--- config.mk ---
export PLATFORM = sky130hd
export DESIGN_NAME = ch1_sweep_freq_flat
export DESIGN_NICKNAME = d
export VERILOG_FILES = /design/src/rtl/ch1_sweep_freq_pkg.sv /design/src/rtl/ch1_sweep_freq_if.sv /design/src/rtl/ch1_sweep_freq_shifter.sv /design/src/rtl/ch1_sweep_freq.sv /design/src/flat_wrapper.sv
export SDC_FILE = /design/constraint.sdc
export NUM_CORES = 1
export LEC_CHECK = 0
export BUFFER_PORTS_ARGS = -buffer_cell sky130_fd_sc_hd__buf_2
export CORE_MARGIN = 10
export CORE_UTILIZATION = 40
export DETAILED_ROUTE_END_ITERATION = 7
export HOLD_SLACK_MARGIN = 0.03
export PLACE_DENSITY = 0.77
export RECOVER_POWER = 100
export SYNTH_ARGS = -nofsm -noshare
export SYNTH_HDL_FRONTEND = slang
export SYNTH_SLANG_ARGS = --single-unit
--- constraint.sdc ---
create_clock -name ajer_2mhz -period 1.62 [get_ports ajer_2mhz]
set_input_delay 0.162 -clock ajer_2mhz [delete_from_list [all_inputs] [get_ports ajer_2mhz]]
set_output_delay 0.162 -clock ajer_2mhz [all_outputs]
set_load 0.03 [all_outputs]
--- src/rtl/ch1_sweep_freq_pkg.sv ---
`default_nettype none
// +----------------------------------------------------------------------+
// | apu_pkg                                                              |
// | Shared types and defaults for the channel-1 sweep/frequency block.   |
// | Revision: 1.0                                                        |
// +----------------------------------------------------------------------+
package apu_pkg;
  localparam int FREQ_W = 11;

  typedef logic [10:0] ch_freq_t;

  typedef enum logic {SW_ADD, SW_SUB} sweep_dir_t;

  // FF10 bit 3 arrives inverted, so a high level selects addition
  function automatic sweep_dir_t sweep_dir(input logic nff10_d3);
    return nff10_d3 ? SW_ADD : SW_SUB;
  endfunction
endpackage
`default_nettype wire

--- src/rtl/ch1_sweep_freq_if.sv ---
`default_nettype none
// +----------------------------------------------------------------------+
// | ch1_sweep_freq_if                                                    |
// | CPU write bus, sweep sequencer strobes and frequency outputs.        |
// | Revision: 1.0                                                        |
// +----------------------------------------------------------------------+
interface ch1_sweep_freq_if #(
  parameter int FREQ_W = apu_pkg::FREQ_W
);
  logic              apu_wr;
  logic              ff13;
  logic              ff14;
  logic [7:0]        d;
  logic              nff10_d3;
  logic              ch1_restart;
  logic              ch1_ld_shift;
  logic              ch1_shift_clk;
  logic              ch1_freq_upd1;
  logic              ch1_freq_upd2;
  logic [FREQ_W-1:0] ch1_freq;
  logic              ch1_freq_ld;
  logic              atys;

  modport master (
    output apu_wr, ff13, ff14, d, nff10_d3, ch1_restart, ch1_ld_shift,
           ch1_shift_clk, ch1_freq_upd1, ch1_freq_upd2,
    input  ch1_freq, ch1_freq_ld, atys
  );

  modport slave (
    input  apu_wr, ff13, ff14, d, nff10_d3, ch1_restart, ch1_ld_shift,
           ch1_shift_clk, ch1_freq_upd1, ch1_freq_upd2,
    output ch1_freq, ch1_freq_ld, atys
  );
endinterface
`default_nettype wire

--- src/rtl/ch1_sweep_freq_shifter.sv ---
`default_nettype none
// +----------------------------------------------------------------------+
// | ch1_sweep_shifter                                                    |
// | Sweep shadow register: parallel load from freq, or right shift.      |
// | Revision: 1.0                                                        |
// +----------------------------------------------------------------------+
module ch1_sweep_shifter #(
  parameter int FREQ_W = 11
) (
  input  logic              clk,
  input  logic              rst,
  input  logic              load_i,
  input  logic              shift_i,
  input  logic [FREQ_W-1:0] freq_i,
  output logic [FREQ_W-1:0] shadow_o
);
  import apu_pkg::*;

  logic [FREQ_W-1:0] shadow_q;
  logic [FREQ_W-1:0] shadow_d;

  // Load takes precedence so a restart never sees a half-shifted value
  always_comb begin
    shadow_d = shadow_q;
    if (load_i) begin
      shadow_d = freq_i;
    end else if (shift_i) begin
      shadow_d = shadow_q >> 1;
    end
  end

  always_ff @(posedge clk) begin
    if (rst) begin
      shadow_q <= '0;
    end else begin
      shadow_q <= shadow_d;
    end
  end

  assign shadow_o = shadow_q;
endmodule
`default_nettype wire

--- src/rtl/ch1_sweep_freq.sv ---
`default_nettype none
// +----------------------------------------------------------------------+
// | ch1_sweep_freq                                                       |
// | Channel-1 frequency register with sweep add/subtract and overflow.   |
// | Sweep datapath present only when CH1_SWEEP_EN is defined.            |
// | Revision: 1.0                                                        |
// +----------------------------------------------------------------------+
module ch1_sweep_freq #(
  parameter int FREQ_W = apu_pkg::FREQ_W
) (
  input  logic            ajer_2mhz,
  input  logic            apu_reset,
  ch1_sweep_freq_if.slave bus
);
  import apu_pkg::*;

  logic              wr13;
  logic              wr14;
  logic              cpu_wr;
  logic [FREQ_W-1:0] freq_q;
  logic [FREQ_W-1:0] freq_d;
  logic [FREQ_W-1:0] freq_cpu;

  assign wr13   = bus.apu_wr & bus.ff13;
  assign wr14   = bus.apu_wr & bus.ff14;
  assign cpu_wr = wr13 | wr14;

  always_comb begin
    freq_cpu = freq_q;
    if (wr13) freq_cpu[7:0]  = bus.d;
    if (wr14) freq_cpu[10:8] = bus.d[2:0];
  end

  always_ff @(posedge ajer_2mhz) begin
    if (apu_reset) begin
      freq_q <= '0;
    end else begin
      freq_q <= freq_d;
    end
  end

  assign bus.ch1_freq = freq_q;

`ifdef CH1_SWEEP_EN
  logic [FREQ_W-1:0] shadow;
  logic [FREQ_W:0]   sum;
  sweep_dir_t        dir;
  logic              overflow;
  logic              borrow;
  logic              commit;
  logic [FREQ_W-1:0] result_q;
  logic [FREQ_W-1:0] result_d;
  logic              result_valid_q;
  logic              result_valid_d;
  logic              atys_q;
  logic              atys_d;
  logic              freq_ld_q;
  logic              freq_ld_d;

  ch1_sweep_shifter #(
    .FREQ_W (FREQ_W)
  ) u_shifter (
    .clk      (ajer_2mhz),
    .rst      (apu_reset),
    .load_i   (bus.ch1_restart | bus.ch1_ld_shift),
    .shift_i  (bus.ch1_shift_clk),
    .freq_i   (freq_q),
    .shadow_o (shadow)
  );

  assign dir = sweep_dir(bus.nff10_d3);
  assign sum = (dir == SW_ADD) ? ({1'b0, freq_q} + {1'b0, shadow})
                               : ({1'b0, freq_q} - {1'b0, shadow});
  // The carry-out bit doubles as the borrow flag when subtracting
  assign overflow = (dir == SW_ADD) & sum[FREQ_W];
  assign borrow   = (dir == SW_SUB) & sum[FREQ_W];

  // A same-cycle CPU write or restart must not be overwritten by a commit
  assign commit = bus.ch1_freq_upd2 & result_valid_q & atys_q & ~cpu_wr & ~bus.ch1_restart;

  always_comb begin
    freq_d         = commit ? result_q : freq_cpu;
    result_d       = result_q;
    result_valid_d = result_valid_q;
    atys_d         = atys_q;
    freq_ld_d      = commit;
    if (bus.ch1_restart) begin
      atys_d         = 1'b1;
      result_valid_d = 1'b0;
    end else begin
      if (bus.ch1_freq_upd2 & (cpu_wr | commit)) result_valid_d = 1'b0;
      if (bus.ch1_freq_upd1) begin
        result_d       = sum[FREQ_W-1:0];
        result_valid_d = ~(overflow | borrow);
        if (overflow) atys_d = 1'b0;
      end
    end
  end

  always_ff @(posedge ajer_2mhz) begin
    if (apu_reset) begin
      result_q       <= '0;
      result_valid_q <= 1'b0;
      atys_q         <= 1'b1;
      freq_ld_q      <= 1'b0;
    end else begin
      result_q       <= result_d;
      result_valid_q <= result_valid_d;
      atys_q         <= atys_d;
      freq_ld_q      <= freq_ld_d;
    end
  end

  assign bus.atys        = atys_q;
  assign bus.ch1_freq_ld = freq_ld_q;
`else
  logic unused_sweep;

  assign freq_d          = freq_cpu;
  assign bus.atys        = 1'b1;
  assign bus.ch1_freq_ld = 1'b0;
  assign unused_sweep    = ^{bus.nff10_d3, bus.ch1_restart, bus.ch1_ld_shift,
                             bus.ch1_shift_clk, bus.ch1_freq_upd1, bus.ch1_freq_upd2};
`endif
endmodule
`default_nettype wire

--- src/flat_wrapper.sv ---
// flat-port wrapper written by rule: the top's interface ports become plain ports
module ch1_sweep_freq_flat import apu_pkg::*;
#(
  parameter int FREQ_W = apu_pkg::FREQ_W
)
  (ajer_2mhz, apu_reset, bus_apu_wr, bus_ff13, bus_ff14, bus_d, bus_nff10_d3, bus_ch1_restart, bus_ch1_ld_shift, bus_ch1_shift_clk, bus_ch1_freq_upd1, bus_ch1_freq_upd2, bus_ch1_freq, bus_ch1_freq_ld, bus_atys);
  ch1_sweep_freq_if #(.FREQ_W(FREQ_W)) bus_i ();
  input  logic ajer_2mhz;
  input  logic apu_reset;
  input wire logic [$bits(bus_i.apu_wr)-1:0] bus_apu_wr;
  input wire logic [$bits(bus_i.ff13)-1:0] bus_ff13;
  input wire logic [$bits(bus_i.ff14)-1:0] bus_ff14;
  input wire logic [$bits(bus_i.d)-1:0] bus_d;
  input wire logic [$bits(bus_i.nff10_d3)-1:0] bus_nff10_d3;
  input wire logic [$bits(bus_i.ch1_restart)-1:0] bus_ch1_restart;
  input wire logic [$bits(bus_i.ch1_ld_shift)-1:0] bus_ch1_ld_shift;
  input wire logic [$bits(bus_i.ch1_shift_clk)-1:0] bus_ch1_shift_clk;
  input wire logic [$bits(bus_i.ch1_freq_upd1)-1:0] bus_ch1_freq_upd1;
  input wire logic [$bits(bus_i.ch1_freq_upd2)-1:0] bus_ch1_freq_upd2;
  output wire logic [$bits(bus_i.ch1_freq)-1:0] bus_ch1_freq;
  output wire logic [$bits(bus_i.ch1_freq_ld)-1:0] bus_ch1_freq_ld;
  output wire logic [$bits(bus_i.atys)-1:0] bus_atys;
  assign bus_i.apu_wr = bus_apu_wr;
  assign bus_i.ff13 = bus_ff13;
  assign bus_i.ff14 = bus_ff14;
  assign bus_i.d = bus_d;
  assign bus_i.nff10_d3 = bus_nff10_d3;
  assign bus_i.ch1_restart = bus_ch1_restart;
  assign bus_i.ch1_ld_shift = bus_ch1_ld_shift;
  assign bus_i.ch1_shift_clk = bus_ch1_shift_clk;
  assign bus_i.ch1_freq_upd1 = bus_ch1_freq_upd1;
  assign bus_i.ch1_freq_upd2 = bus_ch1_freq_upd2;
  assign bus_ch1_freq = bus_i.ch1_freq;
  assign bus_ch1_freq_ld = bus_i.ch1_freq_ld;
  assign bus_atys = bus_i.atys;
  ch1_sweep_freq #(.FREQ_W(FREQ_W)) u_core (.ajer_2mhz(ajer_2mhz), .apu_reset(apu_reset), .bus(bus_i));
endmodule
==> results.sh <==
export IMPL_cts_sinks=11
export IMPL_htreeDepth=1
export IMPL_ys_seq_area_share_pct=41.1
export IMPL_r2r_cells=2
export IMPL_largest_reg_flops=11
export IMPL_reg2reg_to="u_core.bus.ch1_freq[6]"
export IMPL_path_clk_slew_ns=0.07
export IMPL_synth_top_flop_cell="dfxtp_1"
export IMPL_port_buffers=23
export IMPL_synth_compound_area_share_pct=17.5
export IMPL_cp_depth=1
export IMPL_ctsHoldBuffers=0
export IMPL_fin_cells=87
export IMPL_yosysTopAreaCellShare_pct=41.1
export IMPL_dp_cells=83
export IMPL_setup_viol=0
export IMPL_cp_data_arrival_time_ns=0.92
export IMPL_grt_max_degree=15
export IMPL_drt_antenna_violating_nets=0
export IMPL_io_pins=32
export IMPL_ctsRootBufferMaster="clkbuf_4"
export IMPL_grt_pass1_wl_um=1860
export IMPL_synth_xor_xnor_area_share_pct=0
export IMPL_final_nets=92
export IMPL_synth_top_family_by_area="compound AO/OA/AOI/OAI gates"
export IMPL_r2r_slack_ns=0.86
export IMPL_fin_tns_setup_ns=0
export IMPL_period_needed_ns=1.08
export IMPL_slowest_delay_ns=0.35
export IMPL_drv_cap=0
export IMPL_tritoncts="yes"
export IMPL_die_h_um=56.6
export IMPL_synth_area_leader_cell="dfxtp_1"
export IMPL_antenna_cells=0
export IMPL_grt_usage_pct=7.07
export IMPL_yosys_area_share_simple_pct=17.5
export IMPL_first_iter_violations=1
export IMPL_avgSynthCellArea_um2=10.5
export IMPL_synth_common_cells="dfxtp_1 (11), nand2b_1 (9), mux2i_1 (6)"
export IMPL_timing_fmax_mhz=923
export IMPL_die_area_um2=3200
export IMPL_die_w_um=56.6
export IMPL_slew_violations=0
export IMPL_status="complete, no violations"
export IMPL_numCtsBuffers=3
export IMPL_r2r_start="u_core.bus.ch1_freq[6]"
export IMPL_cp_endpoint="bus_ch1_freq[6]"
export IMPL_fin_util_pct=48.1
export IMPL_clock_latency_ns=0.26
export IMPL_grt_overflow=0
export IMPL_leakagePower_nw=0.261
export IMPL_cp_start_kind="flop"
export IMPL_gp_congestion=0.674
export IMPL_synthAdderAreaFrac_pct=0
export IMPL_critPathMaxFanout=2
export IMPL_layout_drive_gt1_share_pct=27.8
export IMPL_crit_path_start="u_core.bus.ch1_freq[6]"
export IMPL_first_pass_iters=2
export IMPL_syn_instance_count=51
export IMPL_antenna_found_initial=0
export IMPL_worst_path_max_delay_cell="dfxtp_1"
export IMPL_switching_power_w=0.000157
export IMPL_initial_core_util_pct=41.7
export IMPL_endpoint_kind="output pin"
export IMPL_worst_path_buf_inv=1
export IMPL_post_cts_setup_buffer_count=0
export IMPL_fill_cells=148
export IMPL_wl_um=1150
export IMPL_remaining_drc_errors=0
export IMPL_period_share_pct=66.9
export IMPL_muxShareOfSynthArea_pct=11.2
export IMPL_hold_viol=0
export IMPL_ir_drop_uv=374
export IMPL_ys_async_sr_fraction_pct=0
export IMPL_synth_most_common_cell="dfxtp_1"
export IMPL_synthTopCellsByArea="dfxtp_1 (41%), mux2i_1 (11%), nand2b_1 (11%)"
export IMPL_ys_warn_count=0
export IMPL_clockBufferDepth=2
export IMPL_p_comb_share_pct=17.9
export IMPL_power_w=0.000572
export IMPL_synth_cell_types=11
export IMPL_fp_coreArea_um2=1280
export IMPL_synth_edff_count=0
export IMPL_critical_path_class="flop to output pin"
export IMPL_hold_path_class="primary input to flop"
export IMPL_path_cells="clkbuf_1"
export IMPL_syn_num_nets=70
export IMPL_rsz0062_at_grt="false"
export IMPL_grt_pass1_vias=409
export IMPL_skew_ns=0
export IMPL_synth_seq_cells=11
export IMPL_syn_area_um2=536
export IMPL_power_frac_clock_pct=31.4
export IMPL_crit_family="flip-flops"
export IMPL_rows=13
export IMPL_power_density_nw_per_um2=925
export IMPL_swShare_pct=27.5
export IMPL_post_drt_wl_per_cell_um=13.2
export IMPL_required_ns=1.46
export IMPL_cts_resized=0
export IMPL_synthToLayoutAreaGrowth_pct=15.4
export IMPL_p_int_w=0.000415
export IMPL_seq_power_share_pct=50.7
export IMPL_routed_via_density=4.60
export IMPL_vias=400
## kinds of logic after synthesis
family,after synthesis
AOI/OAI and AO/OA,10
muxes,6
buffers and inverters,6
and+or+nand+nor,16
other,2
DFF,11
## how the worst min path moves through the flow
stage | slack, ns | start | depth (start not counted) | endpoint
global placement | 0.42 | bus_d[4] | 3 | u_core.bus.ch1_freq[4]
finish | 0.15 | bus_d[3] | 3 | u_core.bus.ch1_freq[3]
floorplan | 0.32 | bus_d[3] | 2 | u_core.bus.ch1_freq[3]
detailed placement | 0.43 | bus_d[3] | 3 | u_core.bus.ch1_freq[3]
global route | 0.13 | bus_d[7] | 3 | u_core.bus.ch1_freq[7]
CTS | 0.15 | bus_d[5] | 3 | u_core.bus.ch1_freq[5]
## layer usage
metal / vias up / part of all wire (%) / global-route usage [%]
met3: 0 / 11 / 4.72
li1: 209 / - / -
met5: - / 0 / 0
met1: 172 / 48 / 8.47
met2: 19 / 41 / 9.40
met4: 0 / 0 / 3.09
## per-stage QoR
step                      worst slack (ns)  instance area (um2)  hold WS [ns]
after global routing                 0.471                  618         0.128
final                                0.536                  618         0.153
after floorplan                      0.718                  536         0.318
after global placement               0.806                  609         0.425
after CTS                            0.639                  636         0.147
after detailed placement             0.786                  609         0.430
## cells in the final DEF, fill, tap and decap left out
master,instances
conb_1,2
nand2b_1,9
nand3_1,5
clkbuf_4,3
buf_2,12
and2_4,1
a21bo_1,5
clkbuf_1,12
nand2_1,1
a21oi_1,1
mux2i_1,6
dfxtp_1,11
a21oi_2,4
## power groups by stage
stage	combinational [W]	sequential [W]	clock, W
2_1_floorplan	0.0000597	0.000322	0
3_3_place_gp	0.000107	0.000295	0
3_5_place_dp	0.000108	0.000295	0
4_1_cts	0.000109	0.000290	0.000189
5_1_grt	0.000111	0.000292	0.000216
6_report	0.000102	0.000290	0.000179
## final cells by class
type | count | area [um2] | area share (%)
clock buffers | 4 | 26.3 | 4.25
well taps | 15 | 18.8 | 3.04
repair buffers | 23 | 101 | 16.4
multi-input cells | 34 | 251 | 40.7
flip-flops and latches | 11 | 220 | 35.6
## tightest hold or removal path, delay by kind of cell
kind	cells	cell delay (ns)
AOI/OAI and AO/OA	1	0.05
buffers and inverters	1	0.09
and+or+nand+nor	1	0.07
(Power assumes the default switching activity.)
